**config.mk**
```make
export PLATFORM = sky130hd
export DESIGN_NAME = input_capture_16_flat
export DESIGN_NICKNAME = d
export VERILOG_FILES = /design/src/rtl/input_capture_16_pkg.sv /design/src/rtl/input_capture_16_if.sv /design/src/rtl/input_capture_16_sync.sv /design/src/rtl/input_capture_16.sv /design/src/flat_wrapper.sv
export SDC_FILE = /design/constraint.sdc
export NUM_CORES = 1
export LEC_CHECK = 0
export ABC_AREA = 1
export CORE_MARGIN = 3
export CORE_UTILIZATION = 49
export CTS_BUF_LIST = sky130_fd_sc_hd__clkbuf_8
export CTS_CLUSTER_DIAMETER = 200
export DETAILED_ROUTE_END_ITERATION = 8
export GPL_ROUTABILITY_DRIVEN = 0
export PLACE_DENSITY = 0.8
export SKIP_CTS_REPAIR_TIMING = 1
export SYNTH_ARGS = -nofsm -noshare
export SYNTH_HDL_FRONTEND = slang
export SYNTH_SLANG_ARGS = --single-unit
```
**constraint.sdc**
```tcl
create_clock -name clk -period 2.9 [get_ports clk]
set_input_delay 0.435 -clock clk [delete_from_list [all_inputs] [get_ports clk]]
set_output_delay 0.435 -clock clk [all_outputs]
set_load 0.1 [all_outputs]
```
**src/rtl/input_capture_16_pkg.sv**
```systemverilog
// Shared defaults and width helpers for the input-capture block.
package capture_pkg;

  localparam int WIDTH_DEF = 16;
  localparam int DEPTH_DEF = 4;
  localparam int PTR_W_DEF = $clog2(DEPTH_DEF);
  localparam int LVL_W_DEF = PTR_W_DEF + 1;

  function automatic int ptr_width(input int depth);
    return $clog2(depth);
  endfunction

endpackage

```
**src/rtl/input_capture_16_if.sv**
```systemverilog
// Consumer-side handshake for captured counts.
interface capture_if #(parameter int WIDTH = capture_pkg::WIDTH_DEF) ();

  logic [WIDTH-1:0] cap_data;
  logic             cap_valid;
  logic             cap_ready;

  modport master (output cap_data, output cap_valid, input cap_ready);
  modport slave  (input cap_data, input cap_valid, output cap_ready);

endinterface

```
**src/rtl/input_capture_16_sync.sv**
```systemverilog
// Two-flop synchronizer followed by a one-cycle rising-edge pulse.
module sync_edge_det (
  input  logic clk,
  input  logic n_reset,
  input  logic async_in,
  output logic rise
);

  logic sync1;
  logic sync2;
  logic prev;

  always_ff @(posedge clk or negedge n_reset) begin
    if (!n_reset) begin
      sync1 <= 1'b0;
      sync2 <= 1'b0;
      prev  <= 1'b0;
    end else begin
      sync1 <= async_in;
      sync2 <= sync1;
      prev  <= sync2;
    end
  end

  // prev resets low, so a pin held high through reset still yields one pulse
  assign rise = sync2 & ~prev;

endmodule

```
**src/rtl/input_capture_16.sv**
```systemverilog
// Timestamps rising edges of an async pin with an upstream count into a FWFT FIFO.
module input_capture_16
  import capture_pkg::*;
#(
  parameter int WIDTH = WIDTH_DEF,
  parameter int DEPTH = DEPTH_DEF
) (
  input  logic                     clk,
  input  logic                     n_reset,
  input  logic                     enable,
  input  logic [WIDTH-1:0]         count_in,
  input  logic                     event_in,
  capture_if.master                cap,
  output logic [$clog2(DEPTH):0]   level,
  output logic                     overflow,
  input  logic                     clr_overflow
);

  // DEPTH must be a power of two so the pointers wrap naturally
  localparam int PTR_W = ptr_width(DEPTH);
  localparam int LVL_W = PTR_W + 1;
  localparam logic [LVL_W-1:0] FULL_LVL = LVL_W'(DEPTH);

  logic             edge_pulse;
  logic [WIDTH-1:0] mem [DEPTH];
  logic [PTR_W-1:0] rd_ptr;
  logic [PTR_W-1:0] wr_ptr;
  logic             push_req;
  logic             push;
  logic             pop;
  logic             full;

  sync_edge_det u_sync (
    .clk      (clk),
    .n_reset  (n_reset),
    .async_in (event_in),
    .rise     (edge_pulse)
  );

  // A pop in the same cycle frees the slot, so a full FIFO can still accept
  always_comb begin
    push_req = edge_pulse & enable;
    full     = (level == FULL_LVL);
    pop      = cap.cap_valid & cap.cap_ready;
    push     = push_req & (~full | pop);
  end

  assign cap.cap_valid = (level != '0);
  assign cap.cap_data  = cap.cap_valid ? mem[rd_ptr] : '0;

  always_ff @(posedge clk or negedge n_reset) begin
    if (!n_reset) begin
      rd_ptr <= '0;
      wr_ptr <= '0;
      level  <= '0;
    end else begin
      if (push) wr_ptr <= wr_ptr + 1'b1;
      if (pop)  rd_ptr <= rd_ptr + 1'b1;
      case ({push, pop})
        2'b10:   level <= level + 1'b1;
        2'b01:   level <= level - 1'b1;
        default: level <= level;
      endcase
    end
  end

  // Set has priority over the software clear
  always_ff @(posedge clk or negedge n_reset) begin
    if (!n_reset) begin
      overflow <= 1'b0;
    end else if (push_req & full & ~pop) begin
      overflow <= 1'b1;
    end else if (clr_overflow) begin
      overflow <= 1'b0;
    end
  end

  always_ff @(posedge clk) begin
    if (push) mem[wr_ptr] <= count_in;
  end

endmodule

```
**src/flat_wrapper.sv**
```systemverilog
// flat-port wrapper written by rule: the top's interface ports become plain ports
module input_capture_16_flat import capture_pkg::*;
#(
  parameter int WIDTH = WIDTH_DEF,
  parameter int DEPTH = DEPTH_DEF
)
  (clk, n_reset, enable, count_in, event_in, level, overflow, clr_overflow, cap_cap_data, cap_cap_valid, cap_cap_ready);
  capture_if #(.WIDTH(WIDTH)) cap_i ();
  input  logic clk;
  input  logic n_reset;
  input  logic enable;
  input  logic [WIDTH-1:0] count_in;
  input  logic event_in;
  output logic [$clog2(DEPTH):0] level;
  output logic overflow;
  input  logic clr_overflow;
  output wire logic [$bits(cap_i.cap_data)-1:0] cap_cap_data;
  output wire logic [$bits(cap_i.cap_valid)-1:0] cap_cap_valid;
  input wire logic [$bits(cap_i.cap_ready)-1:0] cap_cap_ready;
  assign cap_cap_data = cap_i.cap_data;
  assign cap_cap_valid = cap_i.cap_valid;
  assign cap_i.cap_ready = cap_cap_ready;
  input_capture_16 #(.WIDTH(WIDTH), .DEPTH(DEPTH)) u_core (.clk(clk), .n_reset(n_reset), .enable(enable), .count_in(count_in), .event_in(event_in), .cap(cap_i), .level(level), .overflow(overflow), .clr_overflow(clr_overflow));
endmodule
```
Word-level counts from Yosys, hierarchy flattened
Memories as Yosys holds them, arrays and structs flattened.
Cells that the tools add are included.
- flip-flop bits (word level): 11
- bits in writable memories: 64
- input port bits: 22
- output and inout bits: 21
- word-level logic and storage cells: 34
- memories: 1
- add/subtract/negate cells: 4
- equality and inequality tests: 3
- muxes and demuxes: 6
- bitwise operators: 10
- reductions and logical operators: 3
- memories (name ; depth ; bits a word ; rd ports ; clocked after Yosys merged registers in ; wr ports ; line ; source):
    u_core.mem ; 4 ; 16 ; 1 ; 0 ; 1 ; input_capture_16.sv:25 ; logic [WIDTH-1:0] mem [DEPTH];
- operator list (cell ; number):
    $mux 16 ; 1
    $and 1x1->1 ; 6
    $pmux 3 s2 ; 1
    $add 2x1->2 const B ; 2
    $mux 1 ; 4
    $reduce_bool 2->1 ; 2
    $add 3x1->3 const B ; 1
    $eq 3x3->1 const B ; 1
    $not 1->1 ; 3
    $reduce_bool 3->1 ; 1
    $sub 3x1->3 const B ; 1
    $eq 2x1->1 const B ; 1
    $eq 2x2->1 const B ; 1
    $or 1x1->1 ; 1

Longest topological paths before layout
- depth after elaboration: 6
- depth in mapped cells: 9

Modules after synthesis
From an unflattened synthesis, not the netlist that was laid out.
- cells, all modules: 255
- area total of the unflattened synthesis: 3079.2 um^2
- by module, submodules not included (module ; instances ; cells an instance ; area each (um^2)):
    input_capture_16 ; 1 ; 250 ; 2994.1
    sync_edge_det ; 1 ; 5 ; 85.1

Worst setup path after synthesis
No wires, ideal clock.
- path type: register -> output
- from: reg u_core.level[2]
- to: out cap_cap_data[0]
- arrival: 3.156 ns
- data required time: 2.465 ns
- setup slack: -0.691 ns
- stages on the path, launching flop included: 6
- cell sequence: dfrtp_1 -> inv_2 -> nand2_4 -> inv_2 -> buf_6 -> a21oi_1
- word-level cells in the longest chain between the ends: 2
- ends and longest elaborated chain (what ; line ; source):
    start, declared ; input_capture_16.sv:14 ; output logic [$clog2(DEPTH):0] level,
    start signal, assigned ; input_capture_16.sv:60 ; 2'b10: level <= level + 1'b1;
    start signal, assigned ; input_capture_16.sv:61 ; 2'b01: level <= level - 1'b1;
    start signal, assigned ; input_capture_16.sv:62 ; default: level <= level;
    $reduce_bool 3->1 ; input_capture_16.sv:48 ; assign cap.cap_valid = (level != '0);
    named net cap_cap_valid ; flat_wrapper.sv:18 ; output wire logic [$bits(cap_i.cap_valid)-1:0] cap_cap_valid;
    $mux 16 ; input_capture_16.sv:49 ; assign cap.cap_data = cap.cap_valid ? mem[rd_ptr] : '0;
    end, declared ; flat_wrapper.sv:17 ; output wire logic [$bits(cap_i.cap_data)-1:0] cap_cap_data;
The timed path passes the listed nets, and every way through them passes these cells.

Worst setup path in the final report
- from: reg u_core.rd_ptr[0]
- to: out cap_cap_data[0]
- word-level cells in the longest chain between the ends: 2
- ends and longest elaborated chain (what ; line ; source):
    start, declared ; input_capture_16.sv:26 ; logic [PTR_W-1:0] rd_ptr;
    start signal, assigned ; input_capture_16.sv:58 ; if (pop) rd_ptr <= rd_ptr + 1'b1;
    $mem_v2 4x16 ; n/a ;
    $mux 16 ; input_capture_16.sv:49 ;
Every way passes these cells.

==> results.yml <==
logic_synthesis:
  synthArstFlopShare: 0.147
  synthFlopType: "edfxtp_1"
  ys_types: 26
  ys_warn_count: 0
  ys_ff_latch: 75
  netlist_top_cells_area: "edfxtp_1 61%, dfrtp_1 8.8%, nor2_1 8.5%"
  syn-cell-area_mm2: 0.00314
  yosys.area.top_type_share: 0.613
  avgSynthCellArea_um2: 12.3
  seq_area_frac_synth: 0.700
  synth_edf_count: 64
  postSynthCellCount: 255
  synth_area_leader_cell: "edfxtp_1"
  synth_nets: 282
grt:
  grt_util_met1: 0.205
  grt_max_degree: 34
  grt_overflow: 0
  busiest_layer: "met2"
  grt_use_met3: 0.0403
  grt_pass1_wl_um: 9870
  grt_usage: 0.180
  grt_util_met2: 0.312
  grt_antenna_before_repair: 0
  grt_pass1_vias: 2060
cts:
  numCtsBuffers: 9
  cts.path.max_buffers: 2
  clkTransAtPathRegs_ps: 70
  clock_latency_ps: 330
  root_buffer: "clkbuf_8"
  cts_htree_levels: 3
  cts_sinks: 75
  cts_tree: "done"
setup_path:
  cp_max_fo: 20
  critPathArrivalTime_ps: 2030
  crit_required_ps: 2470
  crit_type: "reg -> out"
  startpoint_type: "flip-flop"
  endpoint_kind: "output pin"
placed_design:
  dp_hpwl_um: 3920
  pre_cts_ws_ps: 783
  portBuffers: 42
route:
  viasPerCell: 5.22
  drt_iter0_markers: 264
  dr.pass1.iters: 5
  drtAntennaViolNets: 0
  num_vias: 2001
  post_drt_wl_per_cell_um: 16.2
  routed_wl_um: 6200
  drcViolationCount: 0
floorplan:
  io-pin-count: 43
  die-area_mm2: 0.00740
  rows: 28
  die_h_um: 86.0
  start_util: 0.518
  coreArea_mm2: 0.00606
  die_w_um: 86.0
timing:
  clock_skew_ps: 4.92
  layout_min_cycle_time_ps: 2470
  drv_slew: 0
  fin_ws_ps: 432
  worst_pin_slew_ps: 629
  max-slew-margin-rel: 0.580
  tns_ps: 0
  rsz0062_at_grt: "false"
  hold_violations: 0
  setup_viol: 0
  whs_ps: 350
  post-route-period-util: 0.851
  fmax_mhz: 405
run_status:
  status: "finished, final reports clean"
job:
  cap_violations: 0
finish:
  layout-drive-gt1-share: 0.208
  antenna_cells: 0
  syn_to_final_growth_pct: 30.2
  final_nets: 330
hold_path:
  hold_class: "reg -> reg"
## path summary, 6_finish.rpt
path | cells after the start | end | start | slack [ps]
worst max register to register | 9 | u_core.level[2]$_DFFE_PN0P_ | u_core.u_sync.sync2$_DFF_PN0_ | 1290
min in group asynchronous | 1 | u_core.level[2]$_DFFE_PN0P_ | n_reset | 440
worst min-delay path | 0 | u_core.u_sync.sync2$_DFF_PN0_ | u_core.u_sync.sync1$_DFF_PN0_ | 350
worst max-delay path | 6 | cap_cap_data[0] | u_core.rd_ptr[0]$_DFFE_PN0P_ | 430
worst min register to register | 0 | u_core.u_sync.sync2$_DFF_PN0_ | u_core.u_sync.sync1$_DFF_PN0_ | 350
max in group asynchronous | 1 | u_core.u_sync.prev$_DFF_PN0_ | n_reset | 2110
## registers in the layout (all words and copies together), names as in the netlist
name / count
u_core.mem: 64
u_core.level: 3
u_core.rd_ptr: 2
u_core.wr_ptr: 2
u_core.overflow: 1
u_core.u_sync.prev: 1
u_core.u_sync.sync1: 1
u_core.u_sync.sync2: 1
## through the flow
stage / instances / instance area [um2] / util
5_1_grt: 383 / 4080 / 0.674
4_1_cts: 383 / 4080 / 0.674
2_1_floorplan: 255 / 3240 / -
6_report: 383 / 4080 / 0.674
3_5_place_dp: 367 / 3850 / 0.636
3_3_place_gp: 367 / 3850 / 0.636
## synthesized netlist by cell type (3+ instances only)
cell and n:
dfrtp_1 11, ha_1 4, buf_2 4, o21ai_1 31, inv_1 12, a21oi_1 18, nand2_1 8, nand2_2 3
nor2_1 71, nand3_1 3, buf_6 6, edfxtp_1 64
## cells by family (layout without fill, tap and decap cells)
logic type,after synthesis,in the layout,synth area share
flip-flops,75,75,0.700
adder cells (fa/ha/maj),5,5,0.0223
XOR/XNOR,2,2,0.00559
AND/OR/NAND/NOR,94,94,0.137
buffers and inverters,27,80,0.0511
AO/OA/AOI/OAI,52,52,0.0834
## critical path, stage by stage (launching register included)
cell     delay, ps
dfrtp_1        670
buf_4          330
nor2_1          80
nor2_1          80
o21ai_1         90
a21oi_2        230
buf_12         200
## placed cells by master, fill, tap and decap left out, types with 2 or more instances in the layout
master | Yosys | final
nand2_2 | 3 | 3
nor2_1 | 71 | 71
ha_1 | 4 | 4
nand4_1 | 2 | 2
bufinv_16 | 0 | 3
inv_2 | 2 | 2
dfrtp_1 | 11 | 11
clkbuf_8 | 0 | 9
inv_1 | 12 | 12
nand2_1 | 8 | 8
inv_4 | 2 | 2
a21oi_1 | 18 | 8
o21ai_0 | 2 | 2
nand3_1 | 3 | 3
edfxtp_1 | 64 | 64
buf_12 | 0 | 16
o21ai_1 | 31 | 31
buf_4 | 1 | 11
a21oi_4 | 0 | 9
clkinv_1 | 0 | 3
nand2_4 | 2 | 2
clkdlybuf4s50_1 | 0 | 21
xor2_1 | 2 | 2
## layout make-up
cell class,instances,area (um2)
Clock buffer,9,124
Clock inverter,7,106
Fill cell,423,1980
Inverter,16,65.1
Multi-Input combinational cell,153,885
Sequential cell,75,2200
Tap cell,75,93.8
Timing Repair Buffer,48,613
## routing by layer
layer / wire (um) / up-vias
li1: - / 978
met1: 2470 / 961
met2: 3330 / 58
met3: 343 / 4
met4: 55 / 0
met5: 0 / -
Power is left out: the tool's default activity adds up to more than one toggle a clock period on the data nets, which glitch-free logic cannot reach.
